**src/rtl/fifo_arb_pkg.sv**
```systemverilog
// Shared types and defaults for the byte-FIFO write arbiter.
// Latency: none (declarations only). Backpressure: not applicable.
package fifo_arb_pkg;

    localparam int DATA_W        = 8;
    localparam int DEF_NUM_REQ   = 4;
    localparam int DEF_BURST_MAX = 4;

    typedef enum logic {
        IDLE  = 1'b0,
        BURST = 1'b1
    } arb_state_t;

endpackage

```
**src/rtl/fifo_wr_arbiter_if.sv**
```systemverilog
// Writer/FIFO bundle for the write arbiter; slave = arbiter, master = writers + FIFO.
// Latency: wires only. Backpressure: fifo_full and req_ready carry it.
interface fifo_wr_arbiter_if
    import fifo_arb_pkg::*;
#(
    parameter int NUM_REQ = DEF_NUM_REQ
) ();
    localparam int IDX_W = $clog2(NUM_REQ);

    logic [NUM_REQ-1:0]             req_valid;
    logic [NUM_REQ-1:0][DATA_W-1:0] req_data;
    logic [NUM_REQ-1:0]             req_last;
    logic [NUM_REQ-1:0]             req_ready;
    logic                           fifo_full;
    logic                           fifo_write;
    logic [DATA_W-1:0]              fifo_wdata;
    logic [IDX_W-1:0]               grant_id;
    logic                           busy;

    modport master (
        output req_valid, req_data, req_last, fifo_full,
        input  req_ready, fifo_write, fifo_wdata, grant_id, busy
    );

    modport slave (
        input  req_valid, req_data, req_last, fifo_full,
        output req_ready, fifo_write, fifo_wdata, grant_id, busy
    );
endinterface

```
**src/rtl/fifo_wr_arbiter_rr_pick.sv**
```systemverilog
// Round-robin picker: first valid request after i_last, wrapping to 0.
// Latency: combinational. Backpressure: none.
module rr_pick
    import fifo_arb_pkg::*;
#(
    parameter int NUM_REQ = DEF_NUM_REQ,
    parameter int IDX_W   = $clog2(NUM_REQ)
) (
    input  logic [NUM_REQ-1:0] i_req,
    input  logic [IDX_W-1:0]   i_last,
    output logic [IDX_W-1:0]   o_winner,
    output logic               o_any
);

    // Scan farthest-first so the nearest candidate after i_last overwrites.
    always_comb begin
        o_winner = '0;
        o_any    = 1'b0;
        for (int k = NUM_REQ; k >= 1; k--) begin
            logic [IDX_W-1:0] w_idx;
            w_idx = IDX_W'((int'(i_last) + k) % NUM_REQ);
            if (i_req[w_idx]) begin
                o_winner = w_idx;
                o_any    = 1'b1;
            end
        end
    end

endmodule

```
**src/rtl/fifo_wr_arbiter.sv**
```systemverilog
// Arbitrates NUM_REQ byte writers onto one FIFO in round-robin bursts of up to BURST_MAX beats.
// Latency: 1 cycle grant, then one beat per cycle. Backpressure: fifo_full stalls the burst.
module fifo_wr_arbiter
    import fifo_arb_pkg::*;
#(
    parameter int NUM_REQ   = DEF_NUM_REQ,
    parameter int BURST_MAX = DEF_BURST_MAX
) (
    input logic              clk,
    input logic              rst,
    fifo_wr_arbiter_if.slave io_bus
);

    localparam int IDX_W = $clog2(NUM_REQ);
    localparam int CNT_W = $clog2(BURST_MAX + 1);

    arb_state_t       r_state;
    logic [IDX_W-1:0] r_grant;
    logic [IDX_W-1:0] r_last_grant;
    logic [CNT_W-1:0] r_beat_cnt;

    logic             w_any;
    logic [IDX_W-1:0] w_winner;
    logic             w_busy;
    logic             w_g_valid;
    logic             w_beat;
    logic             w_burst_end;
    logic [NUM_REQ-1:0] w_ready;

    rr_pick #(
        .NUM_REQ (NUM_REQ),
        .IDX_W   (IDX_W)
    ) u_pick (
        .i_req    (io_bus.req_valid),
        .i_last   (r_last_grant),
        .o_winner (w_winner),
        .o_any    (w_any)
    );

    assign w_busy      = (r_state == BURST);
    assign w_g_valid   = io_bus.req_valid[r_grant];
    // A beat coinciding with reset is suppressed so the FIFO never sees it.
    assign w_beat      = w_busy & w_g_valid & ~io_bus.fifo_full & ~rst;
    assign w_burst_end = io_bus.req_last[r_grant] | (r_beat_cnt == CNT_W'(BURST_MAX - 1));

    always_ff @(posedge clk) begin
        if (rst) begin
            r_state      <= IDLE;
            r_grant      <= '0;
            r_beat_cnt   <= '0;
            r_last_grant <= IDX_W'(NUM_REQ - 1);
        end else begin
            case (r_state)
                IDLE: begin
                    if (w_any) begin
                        r_grant    <= w_winner;
                        r_beat_cnt <= '0;
                        r_state    <= BURST;
                    end
                end
                BURST: begin
                    if (!w_g_valid) begin
                        r_state      <= IDLE;
                        r_last_grant <= r_grant;
                    end else if (w_beat) begin
                        if (w_burst_end) begin
                            r_state      <= IDLE;
                            r_last_grant <= r_grant;
                        end else begin
                            r_beat_cnt <= r_beat_cnt + CNT_W'(1);
                        end
                    end
                end
                default: r_state <= IDLE;
            endcase
        end
    end

    always_comb begin
        w_ready = '0;
        if (w_busy && !io_bus.fifo_full && !rst) begin
            w_ready[r_grant] = 1'b1;
        end
    end

    assign io_bus.req_ready  = w_ready;
    assign io_bus.fifo_write = w_beat;
    assign io_bus.fifo_wdata = w_busy ? io_bus.req_data[r_grant] : '0;
    assign io_bus.grant_id   = r_grant;
    assign io_bus.busy       = w_busy;

endmodule
```
**src/flat_wrapper.sv**
```systemverilog
// flat-port wrapper written by rule: the top's interface ports become plain ports
module fifo_wr_arbiter_flat import fifo_arb_pkg::*;
#(
    parameter int NUM_REQ   = DEF_NUM_REQ,
    parameter int BURST_MAX = DEF_BURST_MAX
)
  (clk, rst, io_bus_req_valid, io_bus_req_data, io_bus_req_last, io_bus_fifo_full, io_bus_req_ready, io_bus_fifo_write, io_bus_fifo_wdata, io_bus_grant_id, io_bus_busy);
  fifo_wr_arbiter_if #(.NUM_REQ(NUM_REQ)) io_bus_i ();
  input logic clk;
  input logic rst;
  input wire logic [$bits(io_bus_i.req_valid)-1:0] io_bus_req_valid;
  input wire logic [$bits(io_bus_i.req_data)-1:0] io_bus_req_data;
  input wire logic [$bits(io_bus_i.req_last)-1:0] io_bus_req_last;
  input wire logic [$bits(io_bus_i.fifo_full)-1:0] io_bus_fifo_full;
  output wire logic [$bits(io_bus_i.req_ready)-1:0] io_bus_req_ready;
  output wire logic [$bits(io_bus_i.fifo_write)-1:0] io_bus_fifo_write;
  output wire logic [$bits(io_bus_i.fifo_wdata)-1:0] io_bus_fifo_wdata;
  output wire logic [$bits(io_bus_i.grant_id)-1:0] io_bus_grant_id;
  output wire logic [$bits(io_bus_i.busy)-1:0] io_bus_busy;
  assign io_bus_i.req_valid = io_bus_req_valid;
  assign io_bus_i.req_data = io_bus_req_data;
  assign io_bus_i.req_last = io_bus_req_last;
  assign io_bus_i.fifo_full = io_bus_fifo_full;
  assign io_bus_req_ready = io_bus_i.req_ready;
  assign io_bus_fifo_write = io_bus_i.fifo_write;
  assign io_bus_fifo_wdata = io_bus_i.fifo_wdata;
  assign io_bus_grant_id = io_bus_i.grant_id;
  assign io_bus_busy = io_bus_i.busy;
  fifo_wr_arbiter #(.NUM_REQ(NUM_REQ), .BURST_MAX(BURST_MAX)) u_core (.clk(clk), .rst(rst), .io_bus(io_bus_i));
endmodule
```
**config.mk**
```make
export PLATFORM = sky130hd
export DESIGN_NAME = fifo_wr_arbiter_flat
export DESIGN_NICKNAME = d
export VERILOG_FILES = /design/src/rtl/fifo_arb_pkg.sv /design/src/rtl/fifo_wr_arbiter_if.sv /design/src/rtl/fifo_wr_arbiter_rr_pick.sv /design/src/rtl/fifo_wr_arbiter.sv /design/src/flat_wrapper.sv
export SDC_FILE = /design/constraint.sdc
export NUM_CORES = 1
export LEC_CHECK = 0
export BUFFER_PORTS_ARGS = -buffer_cell sky130_fd_sc_hd__buf_2
export CORE_MARGIN = 2
export CORE_UTILIZATION = 44
export CTS_CLUSTER_DIAMETER = 50
export DETAILED_ROUTE_END_ITERATION = 16
export GPL_ROUTABILITY_DRIVEN = 0
export MAX_ROUTING_LAYER = met4
export PLACE_DENSITY = 0.87
export SLEW_MARGIN = 20
export SYNTH_ARGS = -nofsm -noshare
export SYNTH_HDL_FRONTEND = slang
export SYNTH_HIERARCHICAL = 1
export SYNTH_SLANG_ARGS = --single-unit
export TNS_END_PERCENT = 10
```
**constraint.sdc**
```tcl
create_clock -name clk -period 3 [get_ports clk]
set_clock_uncertainty 0.1 [all_clocks]
set_input_delay 0.3 -clock clk [delete_from_list [all_inputs] [get_ports clk]]
set_output_delay 0.3 -clock clk [all_outputs]
set_load 0.02 [all_outputs]
```
**Word-level counts from Yosys, hierarchy flattened**

Index checks and enable logic that the tools add are counted.

- Word-level logic and storage cells: 76
- Memories kept: 0
- Latch bits: 0
- Register bits after elaboration: 8
- Output and inout bits: 16
- ROM bits: 0
- Input bits: 43
- Memory bits (writable): 0

- Bitwise gates (word level): 7
- Equal/unequal tests: 7
- Add/subtract/negate cells: 5
- Mux-type cells: 39
- Shift-type cells: 0
- Reduce and logical (&&, ||, !) cells: 8
- Magnitude comparators: 6
- $mul: 0
- Divide/modulo/power cells: 0

Operator list:

| operator | count |
|---|---|
| $bmux 8 s2 | 1 |
| $mux 8 | 2 |
| $lt 2x3->1 const B | 5 |
| $mux 1 | 15 |
| $mux 2 | 7 |
| $bmux 1 s2 | 6 |
| $mux 3 | 4 |
| $ne 2x2->1 const B | 6 |
| $pmux 3 s2 | 1 |
| $add 2x1->2 const B | 2 |
| $add 2x2->2 const B | 2 |
| $mux 4 | 1 |
| $reduce_and 4->1 | 1 |
| $add 3x1->3 const B | 1 |
| $and 1x1->1 | 3 |
| $eq 3x2->1 const B | 1 |
| $logic_and 1x1->1 | 3 |
| $not 1->1 | 3 |
| $reduce_and 3->1 | 1 |
| $demux 1 s2 | 1 |
| $ge 2x1->1 const B | 1 |
| $logic_not 1->1 | 2 |
| $pmux 1 s2 | 1 |
| $reduce_and 2->1 | 1 |
| $or 1x1->1 | 1 |

**Logic depth before layout (Yosys ltp)**

Gate-level depths: netlist of run 1.

- Depth after elaboration: 9
- Mapped depth: 6
- Gate-level depth less buffers: 6

**By module**

Netlist of run 1, hierarchy kept.

By module, submodules not included:

| module | cells an instance | sequential area each (um^2) | instances | area each (um^2) |
|---|---|---|---|---|
| fifo_wr_arbiter | 73 | 160.2 | 1 | 744.5 |
| rr_pick | 14 | 0.0 | 1 | 91.3 |

**Worst setup path after synthesis of run 1**

Ideal clock, no wire load.

- Path type: register to output
- Start: register u_core.r_grant[0] (netlist: u_core/io_bus.grant_id[0])
- End: output io_bus_fifo_wdata[3]
- Buffers on the path: 2
- Path slack: 1.028 ns
- Required time: 2.600 ns
- Cell stages (with the launch flop): 5
- Arrival time: 1.572 ns
- Cells stage by stage: dfxtp_1 buf_6 buf_2 mux4_2 and2_1

- Longest elaborated chain between the ends: 3

RTL lines:

| element | RTL line | source |
|---|---|---|
| start: declaration | fifo_wr_arbiter.sv:18 | `logic [IDX_W-1:0] r_grant;` |
| start signal: assignment | fifo_wr_arbiter.sv:56 | `r_grant <= w_winner;` |
| $bmux 8 s2 | fifo_wr_arbiter.sv:88 | `assign io_bus.fifo_wdata = w_busy ? io_bus.req_data[r_grant] : '0;` |
| $mux 8 (implied by the code) | fifo_wr_arbiter.sv:88 |  |
| $mux 8 | fifo_wr_arbiter.sv:88 |  |
| end: declaration | flat_wrapper.sv:17 | `output wire logic [$bits(io_bus_i.fifo_wdata)-1:0] io_bus_fifo_wdata;` |

No other way between the ends. The select of a mux whose other input is x is not followed.

**Final worst setup path of run 1**

- Start: register u_core.r_state (netlist: u_core/io_bus.busy)
- End: output io_bus_req_ready[2]

- Longest elaborated chain between the ends: 3

RTL lines:

| element | RTL line | source |
|---|---|---|
| start: declaration | fifo_wr_arbiter.sv:17 | `arb_state_t r_state;` |
| start signal: assignment | fifo_wr_arbiter.sv:48 | `r_state <= IDLE;` |
| start signal: assignment | fifo_wr_arbiter.sv:58 | `r_state <= BURST;` |
| start signal: assignment | fifo_wr_arbiter.sv:63 | `r_state <= IDLE;` |
| $logic_and 1x1->1 (2 in a row) | fifo_wr_arbiter.sv:81 | `if (w_busy && !io_bus.fifo_full && !rst) begin` |
| $mux 4 | fifo_wr_arbiter.sv:81 |  |
| end: declaration | flat_wrapper.sv:15 | `output wire logic [$bits(io_bus_i.req_ready)-1:0] io_bus_req_ready;` |

No other way between the ends.

==> results.md, run 1 <==
* Status: complete, no violations
* #FFs+latches synth at 8
* I/O pins at 59
* Power Total at 0.000409 W
* Final hold vios at 0
* Dpl cells at 165
* DRC at 0
* Fin crit share at 79.7%
* # rows at 15
* CP Launch Type: flop
* WP data arrival at 1990 ps
* Layout cells sized above 1 at 53.1%
* Iter 0 DRT Violations at 18
* Post-synth EDFFs at 0
* Max-slew headroom at 48.6%
* CTS Buffer Depth at 2
* All-Layer GR Usage at 23.0%
* Worst IR Drop VDD at 178 uV
* Number of global-route vias before repair at 843
* Max-Cap Viols at 0
* Core Footprint at 0.00176 mm^2
* Reg2Reg Depth at 4
* Total grt overflow at 0
* RSZ-0062 raised after global routing: false
* Least-Margin Pin Slew at 769 ps
* Static Leak at 0.583 nW
* Setup violators final at 0
* Die Height at 47.6 um
* Root Driver: clkbuf_4
* PortBufs at 58
* Diodes inserted at 0
* Top cell type's share of synthesized area at 21.6%
* Worst hold path class: in2reg
* Post-CTS Hold Buffers at 0
* Die W at 47.6 um
* Global-route wire length before repair at 3550 um
* Initial antenna violation count at 0
* Max-slew violation count at 0
* Final WL at 2440 um
* Post-CTS Setup Bufs at 0
* Crit path kind: reg2out
* CTS tree: built
* Top cell types by occurrence after synthesis: 9 x nor2_1, 8 x and2_1, 8 x dfxtp_1, 8 x mux2i_1, 8 x mux4_2
* Largest net degree at the start of global routing at 19
* TritonRoute pass-1 iters at 4
* Initial Util at 47.4%
* Clock Pin Slew Worst Setup and Hold Paths at 60 ps
* Cts repair resizes at 0
* Post-synth top area cell: mux4_2
* Cells after Synth at 87
* Register area at 160 um^2
* CTS Buf Count at 3
* Fin Setup TNS at 0 ps
* Final antenna-violating net count at 0
* Post-Syn Area at 836 um^2
* CTS Sinks at 8
* Ys flop type: dfxtp_1
* Via/cell ratio at 5.39
* Synth Warn # at 6
* Async S/R FF share, synth at 0%
* Cell Pwr Density at 354 mW/mm^2
* Fin cells at 168
* FMAX at 418 MHz
* Syn Area/Cell at 9.61 um^2
* Die ar. at 0.00226 mm^2
* Clock Latency Late Sink at 260 ps
* Top post-synthesis cells by area: mux4_2 22%, dfxtp_1 19%, mux2i_1 9.6%
* Via count at 905
* # fillers at 153
* Final Net Count at 190
* Fin crit period at 2390 ps
* HPWL Detailed at 1950 um
* WL/cell at 14.5 um
* Htree depth at 1
* Hold WS at 240 ps
* Req. time, crit path at 2600 ps
* Area of the multi-input gates at 621 um^2
* Area Growth Syn to Fin at 38.2%
* Hold Path Stages at 2
* Syn_nets at 132
* Worst Setup End Kind: primary output
* Crit path max fanout at 14
* Post-synthesis cell type count at 32
* Most numerous cell in the Yosys netlist: nor2_1
* Seq/Total Area, Yosys at 19.2%
-- routing by layer --
metal,GRT usage (%),part of all wire [%]
met5,-,0
met1,23.0,38
met2,42.7,53
met3,2.26,6.1
met4,13.0,3.1
-- stage by stage --
stage / area (um^2) / setup WS, ps / utilization, %
floorplan: 836 / 1030 / -
global placement: 1130 / 946 / 64.2
detailed placement: 1130 / 894 / 64.2
CTS: 1150 / 598 / 65.5
global route: 1150 / 511 / 65.5
finish: 1150 / 608 / 65.5
-- sequential cells by signal, summed over array words and instances (netlist names) --
name,flops
u_core/io_bus.grant_id,2
u_core/r_beat_cnt,3
u_core/r_last_grant,2
u_core/io_bus.busy,1
-- logic make-up after synthesis --
logic type | Yosys count | synth area share [%]
AO/OA/AOI/OAI | 12 | 11.4
adder cells (fa/ha/maj) | 2 | 2.99
buffers and inverters | 12 | 6.59
flip-flops | 8 | 19.2
multiplexers | 18 | 36.1
AND/OR/NAND/NOR | 35 | 23.8
-- cell usage in the layout (no fill, tap or decap) --
cell type	n
buf_2	58
nor2_1	9
mux4_2	8
and2_1	8
mux2i_1	8
dfxtp_1	8
inv_1	6
nor3b_1	4
clkbuf_4	3
a21oi_1	3
nand2b_1	3
nand2_1	2
nor2b_1	2
o211ai_1	2
ha_1	2
and3b_1	1
mux4_1	1
nand2_2	1
and3_1	1
a22oi_2	1
nor2_2	1
mux2_4	1
o21ai_0	1
o41ai_1	1
a22o_1	1
nor3_1	1
or3_1	1
buf_4	1
and2b_1	1
a21oi_2	1
o221ai_2	1
a31oi_1	1
-- layout make-up --
cell class,count,share of cell area [%]
multi-input combinational,67,53.7
timing repair buffer,59,25.8
sequential,8,13.9
tap,25,2.71
clock buffer,3,1.95
inverter,6,1.95
-- worst max-delay path: stages, from the launching register on --
cell     delay (ps)
dfxtp_1         560
nor3b_1         690
nand2_1         150
nor2_1          140
buf_2           180
-- final timing paths --
path	start	to	slack [ps]
hold / removal	rst	u_core/io_bus.grant_id[1]	240
hold reg to reg	u_core/r_beat_cnt[0]	u_core/r_beat_cnt[0]	400
setup reg to reg	u_core/io_bus.busy	u_core/r_beat_cnt[1]	840
setup / recovery	u_core/io_bus.busy	io_bus_req_ready[2]	610
-- report_power, final --
group	switching, W	internal [W]	total (W)
logic	0.0000855	0.0000954	0.000181
registers	0.0000240	0.000115	0.000139
clock network	0.0000424	0.0000462	0.0000886
total	0.000152	0.000257	0.000409
(Power assumes the default switching activity.)
==> run 2: changes to the inputs <==
--- a/config.mk
+++ b/config.mk
@@ -7,12 +7,12 @@
 export LEC_CHECK = 0
 export BUFFER_PORTS_ARGS = -buffer_cell sky130_fd_sc_hd__buf_2
 export CORE_MARGIN = 2
-export CORE_UTILIZATION = 44
+export CORE_UTILIZATION = 40
 export CTS_CLUSTER_DIAMETER = 50
 export DETAILED_ROUTE_END_ITERATION = 16
 export GPL_ROUTABILITY_DRIVEN = 0
 export MAX_ROUTING_LAYER = met4
-export PLACE_DENSITY = 0.87
+export PLACE_DENSITY = 0.8
 export SLEW_MARGIN = 20
 export SYNTH_ARGS = -nofsm -noshare
 export SYNTH_HDL_FRONTEND = slang
==> constraint.sdc (replaced) <==
create_clock -name clk -period 2.3 [get_ports clk]
set_clock_uncertainty 0.1 [all_clocks]
set_input_delay 0.23 -clock clk [delete_from_list [all_inputs] [get_ports clk]]
set_output_delay 0.23 -clock clk [all_outputs]
set_load 0.02 [all_outputs]
==> run 2 against run 1 <==
  * Power grew 29%
  * Via count fell by 0.88%
  * Final area increased by 1.8%
  * Global-route usage fell by 3.3 points
  * Largest cell class unchanged
  * Highest routed layer unchanged
==> results.md, run 2 (synthesized netlist as in run 1, its figures left out) <==
* Fin crit share at 92.0%
* CTS Buffer Depth at 2
* Max incr delay on CP at 550 ps
* # rows at 16
* Clock Pin Slew Worst Setup and Hold Paths at 60 ps
* CP Launch Type: flop
* Via count at 897
* WL/cell at 13.1 um
* WHS Endpoint: u_core/io_bus.grant_id[0]
* Max-slew violation count at 0
* Final Net Count at 192
* Post-CTS Setup Bufs at 0
* Clock Latency Late Sink at 250 ps
* I/O pins at 59
* Most common cell after layout, fill and taps aside: buf_2
* Post-CTS Hold Buffers at 0
* Total grt overflow at 0
* Die W at 49.7 um
* PortBufs at 58
* R2r startpoint: u_core/io_bus.grant_id[0]
* Crit-path slowest cell: mux4_1
* RR Endpoint: u_core/r_beat_cnt[1]
* Biggest register: u_core/r_beat_cnt
* Worst IR Drop VDD at 402 uV
* HP Start: rst
* Fin cells at 172
* Static Leak at 0.594 nW
* Status: complete, no violations
* Final WL at 2250 um
* Global-route wire length before repair at 3730 um
* CTS tree: built
* DRC at 0
* Htree depth at 1
* Initial antenna violation count at 0
* Max-Cap Viols at 0
* Layout cells sized above 1 at 53.8%
* Area of the multi-input gates at 621 um^2
* RSZ-0062 raised after global routing: false
* WP data arrival at 1790 ps
* Crit path kind: reg2out
* Fin Setup TNS at 0 ps
* Cts repair resizes at 0
* Die Height at 49.7 um
* Final hold vios at 0
* Die ar. at 0.00247 mm^2
* Core Footprint at 0.00196 mm^2
* Iter 0 DRT Violations at 23
* Most frequent cells in the layout: 58 x buf_2, 9 x nor2_1
* Reg2Reg Setup Slack at 490 ps
* Hold Path Stages at 2
* Max FFs per register at 3
* HPWL Detailed at 1830 um
* Crit path max fanout at 15
* TritonRoute pass-1 iters at 4
* Least-Margin Pin Slew at 463 ps
* # fillers at 189
* Largest net degree at the start of global routing at 16
* Number of global-route vias before repair at 879
* All-Layer GR Usage at 19.7%
* Register area at 160 um^2
* Worst hold path class: in2reg
* Root Driver: clkbuf_4
* Worst-path cell chain: buf_6 -> mux4_1 -> and2_1 -> buf_2
* Diodes inserted at 0
* Reg2Reg Depth at 5
* Fin crit period at 2120 ps
* Req. time, crit path at 1970 ps
* Setup violators final at 0
* FMAX at 473 MHz
* Via/cell ratio at 5.22
* Dpl cells at 169
* Max-slew headroom at 69.1%
* Worst Setup End Kind: primary output
* CTS Sinks at 8
* Final antenna-violating net count at 0
* CTS Buf Count at 3
* Cell Pwr Density at 447 mW/mm^2
* Area Growth Syn to Fin at 40.7%
* Initial Util at 42.6%
-- run 2: cell types whose count changed in the layout (fill, tap and decap cells not counted) --
cell   previous run  this run
buf_4             1         2
buf_6             0         1
-- run 2: metrics by stage --
step	worst slack (ps)	util (%)	total power, W	hold WS, ps	cell area [um^2]
floorplan	398	-	0.000340	344	836
global placement	438	58.6	0.000412	364	1150
detailed placement	387	58.6	0.000420	379	1150
CTS	108	59.8	0.000531	179	1170
global route	59.4	59.9	0.000564	188	1180
finish	185	59.9	0.000526	187	1180
-- run 2: final cells by class --
type,instances,share of cell area [%]
Timing Repair Buffer,61,26.9
Clock buffer,3,1.91
Multi-Input combinational cell,67,52.8
Inverter,6,1.91
Tap cell,27,2.87
Sequential cell,8,13.6
-- run 2: worst max-delay path by stage --
stage / start / end / slack (ps) / cells past startpoint
floorplan: u_core/io_bus.grant_id[0] / io_bus_fifo_wdata[3] / 400 / 4
global route: u_core/io_bus.grant_id[0] / io_bus_fifo_wdata[7] / 60 / 4
global placement: u_core/io_bus.grant_id[0] / io_bus_fifo_wdata[7] / 440 / 4
detailed placement: u_core/io_bus.grant_id[0] / io_bus_fifo_wdata[7] / 390 / 4
finish: u_core/io_bus.grant_id[0] / io_bus_fifo_wdata[7] / 180 / 4
CTS: u_core/io_bus.grant_id[0] / io_bus_fifo_wdata[7] / 110 / 4
-- run 2: power by group --
part / total [W] / switching, W / internal (W) / leakage (nW)
combinational: 0.000248 / 0.000119 / 0.000129 / 0.515
sequential: 0.000171 / 0.0000201 / 0.000150 / 0.0656
clock: 0.000107 / 0.0000477 / 0.0000597 / 0.0138
total: 0.000526 / 0.000187 / 0.000339 / 0.594
-- run 2: metal layers --
layer	share of wire (%)	global-route usage [%]
met4	0.27	5.09
met1	38	19.0
met3	9.5	6.67
met2	52	37.1
met5	0	-
-- run 2: worst max-delay path: cells and delay by family (launching register included) --
family / cells / cell delay [ps]
flip-flops: 1 / 450
multiplexers: 1 / 550
AND/OR/NAND/NOR: 1 / 160
buffers and inverters: 2 / 380
==> run 3: changes to the inputs <==
--- a/config.mk
+++ b/config.mk
@@ -6,7 +6,7 @@
 export NUM_CORES = 1
 export LEC_CHECK = 0
 export BUFFER_PORTS_ARGS = -buffer_cell sky130_fd_sc_hd__buf_2
-export CORE_MARGIN = 2
+export CORE_MARGIN = 5
 export CORE_UTILIZATION = 40
 export CTS_CLUSTER_DIAMETER = 50
 export DETAILED_ROUTE_END_ITERATION = 16
==> constraint.sdc (replaced) <==
create_clock -name clk -period 2.3 [get_ports clk]
set_clock_uncertainty 0.1 [all_clocks]
set_input_delay 0.115 -clock clk [delete_from_list [all_inputs] [get_ports clk]]
set_output_delay 0.115 -clock clk [all_outputs]
set_load 0.02 [all_outputs]
==> run 3 against run 2 <==
  * Power grew 0.51%
  * Non-clock buffer count is the same
  * Utilization shrank 0.80 points
  * Critical endpoint unchanged
  * Largest power group unchanged
==> results.md, run 3 (synthesized netlist as in run 1, its figures left out) <==
* Status: complete, no violations
* Most common cell after layout, fill and taps aside: buf_2
* Clock Pin Slew Worst Setup and Hold Paths at 60 ps
* I/O pins at 59
* Crit path max fanout at 10
* DRC at 0
* Global-route wire length before repair at 3570 um
* Fin crit period at 2140 ps
* Max-Cap Viols at 0
* Reg2Reg Setup Slack at 420 ps
* FMAX at 467 MHz
* Max incr delay on CP at 550 ps
* Total grt overflow at 0
* Cell Pwr Density at 451 mW/mm^2
* Final Net Count at 192
* Via count at 912
* Max-slew violation count at 0
* Least-Margin Pin Slew at 455 ps
* Req. time, crit path at 2090 ps
* Iter 0 DRT Violations at 30
* Worst hold path class: in2reg
* Number of global-route vias before repair at 826
* Cell area after layout at 0.00117 mm^2
* Worst-path cell chain: buf_4 -> mux4_1 -> and2_1 -> buf_2
* Initial antenna violation count at 0
* WP data arrival at 1930 ps
* Cts repair resizes at 0
* Post-CTS Setup Bufs at 0
* Final hold vios at 0
* Core Footprint at 0.00198 mm^2
* Worst IR Drop VDD at 280 uV
* Biggest register: u_core/r_beat_cnt
* PortBufs at 58
* Htree depth at 1
* Largest net degree at the start of global routing at 15
* Most frequent cells in the layout: 58 x buf_2, 9 x nor2_1
* Crit-path slowest cell: mux4_1
* Max FFs per register at 3
* Layout cells sized above 1 at 53.8%
* Via/cell ratio at 5.30
* Area Growth Syn to Fin at 40.3%
* Die Height at 55.7 um
* Static Leak at 0.593 nW
* # rows at 16
* Area after DPL at 0.00115 mm^2
* Reg2Reg Depth at 5
* Initial Util at 42.2%
* CTS Buffer Depth at 2
* Die W at 55.7 um
* Worst Setup End Kind: primary output
* Hold WS at 65.9 ps
* CP Launch Type: flop
* Final antenna-violating net count at 0
* Final WL at 2370 um
* RSZ-0062 raised after global routing: false
* Post-CTS Hold Buffers at 0
* Fin crit share at 93.1%
* Max-slew headroom at 69.6%
* Hold Path Stages at 2
* Root Driver: clkbuf_4
* CTS Sinks at 8
* Crit path kind: reg2out
* Clock Latency Late Sink at 260 ps
* HPWL Detailed at 2000 um
* CTS Buf Count at 3
* Die ar. at 0.00310 mm^2
* CTS tree: built
* All-Layer GR Usage at 14.8%
* Setup violators final at 0
* Fin Setup TNS at 0 ps
* TritonRoute pass-1 iters at 4
* # fillers at 173
* Diodes inserted at 0
* WL/cell at 13.8 um
==> run 3: changes by cell type in the layout (fill, tap and decap cells not counted) <==
cell and delta:
buf_4 +1, buf_6 -1
==> run 3: area by class of cell <==
type | instances | area, um^2 | area share, %
inverters | 6 | 22.5 | 1.92
flip-flops and latches | 8 | 160 | 13.7
multi-input cells | 67 | 621 | 52.9
clock buffers | 3 | 22.5 | 1.92
well taps | 27 | 33.8 | 2.88
repair buffers | 61 | 313 | 26.7
==> run 3: routing by layer <==
metal  up-vias  GRT usage, %  part of all wire [%]
li1        435             -                     -
met1       417          15.8                    38
met2        56          23.3                    48
met3         4          6.26                    14
met4         0          7.99                  0.76
met5         -             -                     0
==> run 3: report_power, final <==
group,switching [W],leakage [nW],internal (W)
Sequential,0.0000254,0.0656,0.000150
Clock,0.0000501,0.0138,0.0000599
Combinational,0.000116,0.514,0.000127
Total,0.000191,0.593,0.000338
==> run 3: worst paths after layout <==
kind | start | to
max | u_core/io_bus.grant_id[0] | io_bus_fifo_wdata[7]
min | rst | u_core/io_bus.grant_id[1]
max reg2reg | u_core/io_bus.grant_id[0] | u_core/r_beat_cnt[1]
min reg2reg | u_core/r_beat_cnt[0] | u_core/r_beat_cnt[0]
==> run 3: through the flow <==
stage | setup WS, ps | instances | utilization, % | total power, W
after CTS | 129 | 172 | 59.2 | 0.000539
after floorplan | 487 | 87 | - | 0.000340
after global routing | 45.4 | 172 | 59.2 | 0.000561
final | 158 | 172 | 59.2 | 0.000529
after detailed placement | 416 | 169 | 58.0 | 0.000422
after global placement | 450 | 169 | 58.0 | 0.000414
==> run 3: worst max-delay path: cells and delay by family (launching register included) <==
family	cells	cell delay, ps
buffers and inverters	2	430
DFF	1	500
muxes	1	550
and+or+nand+nor	1	170
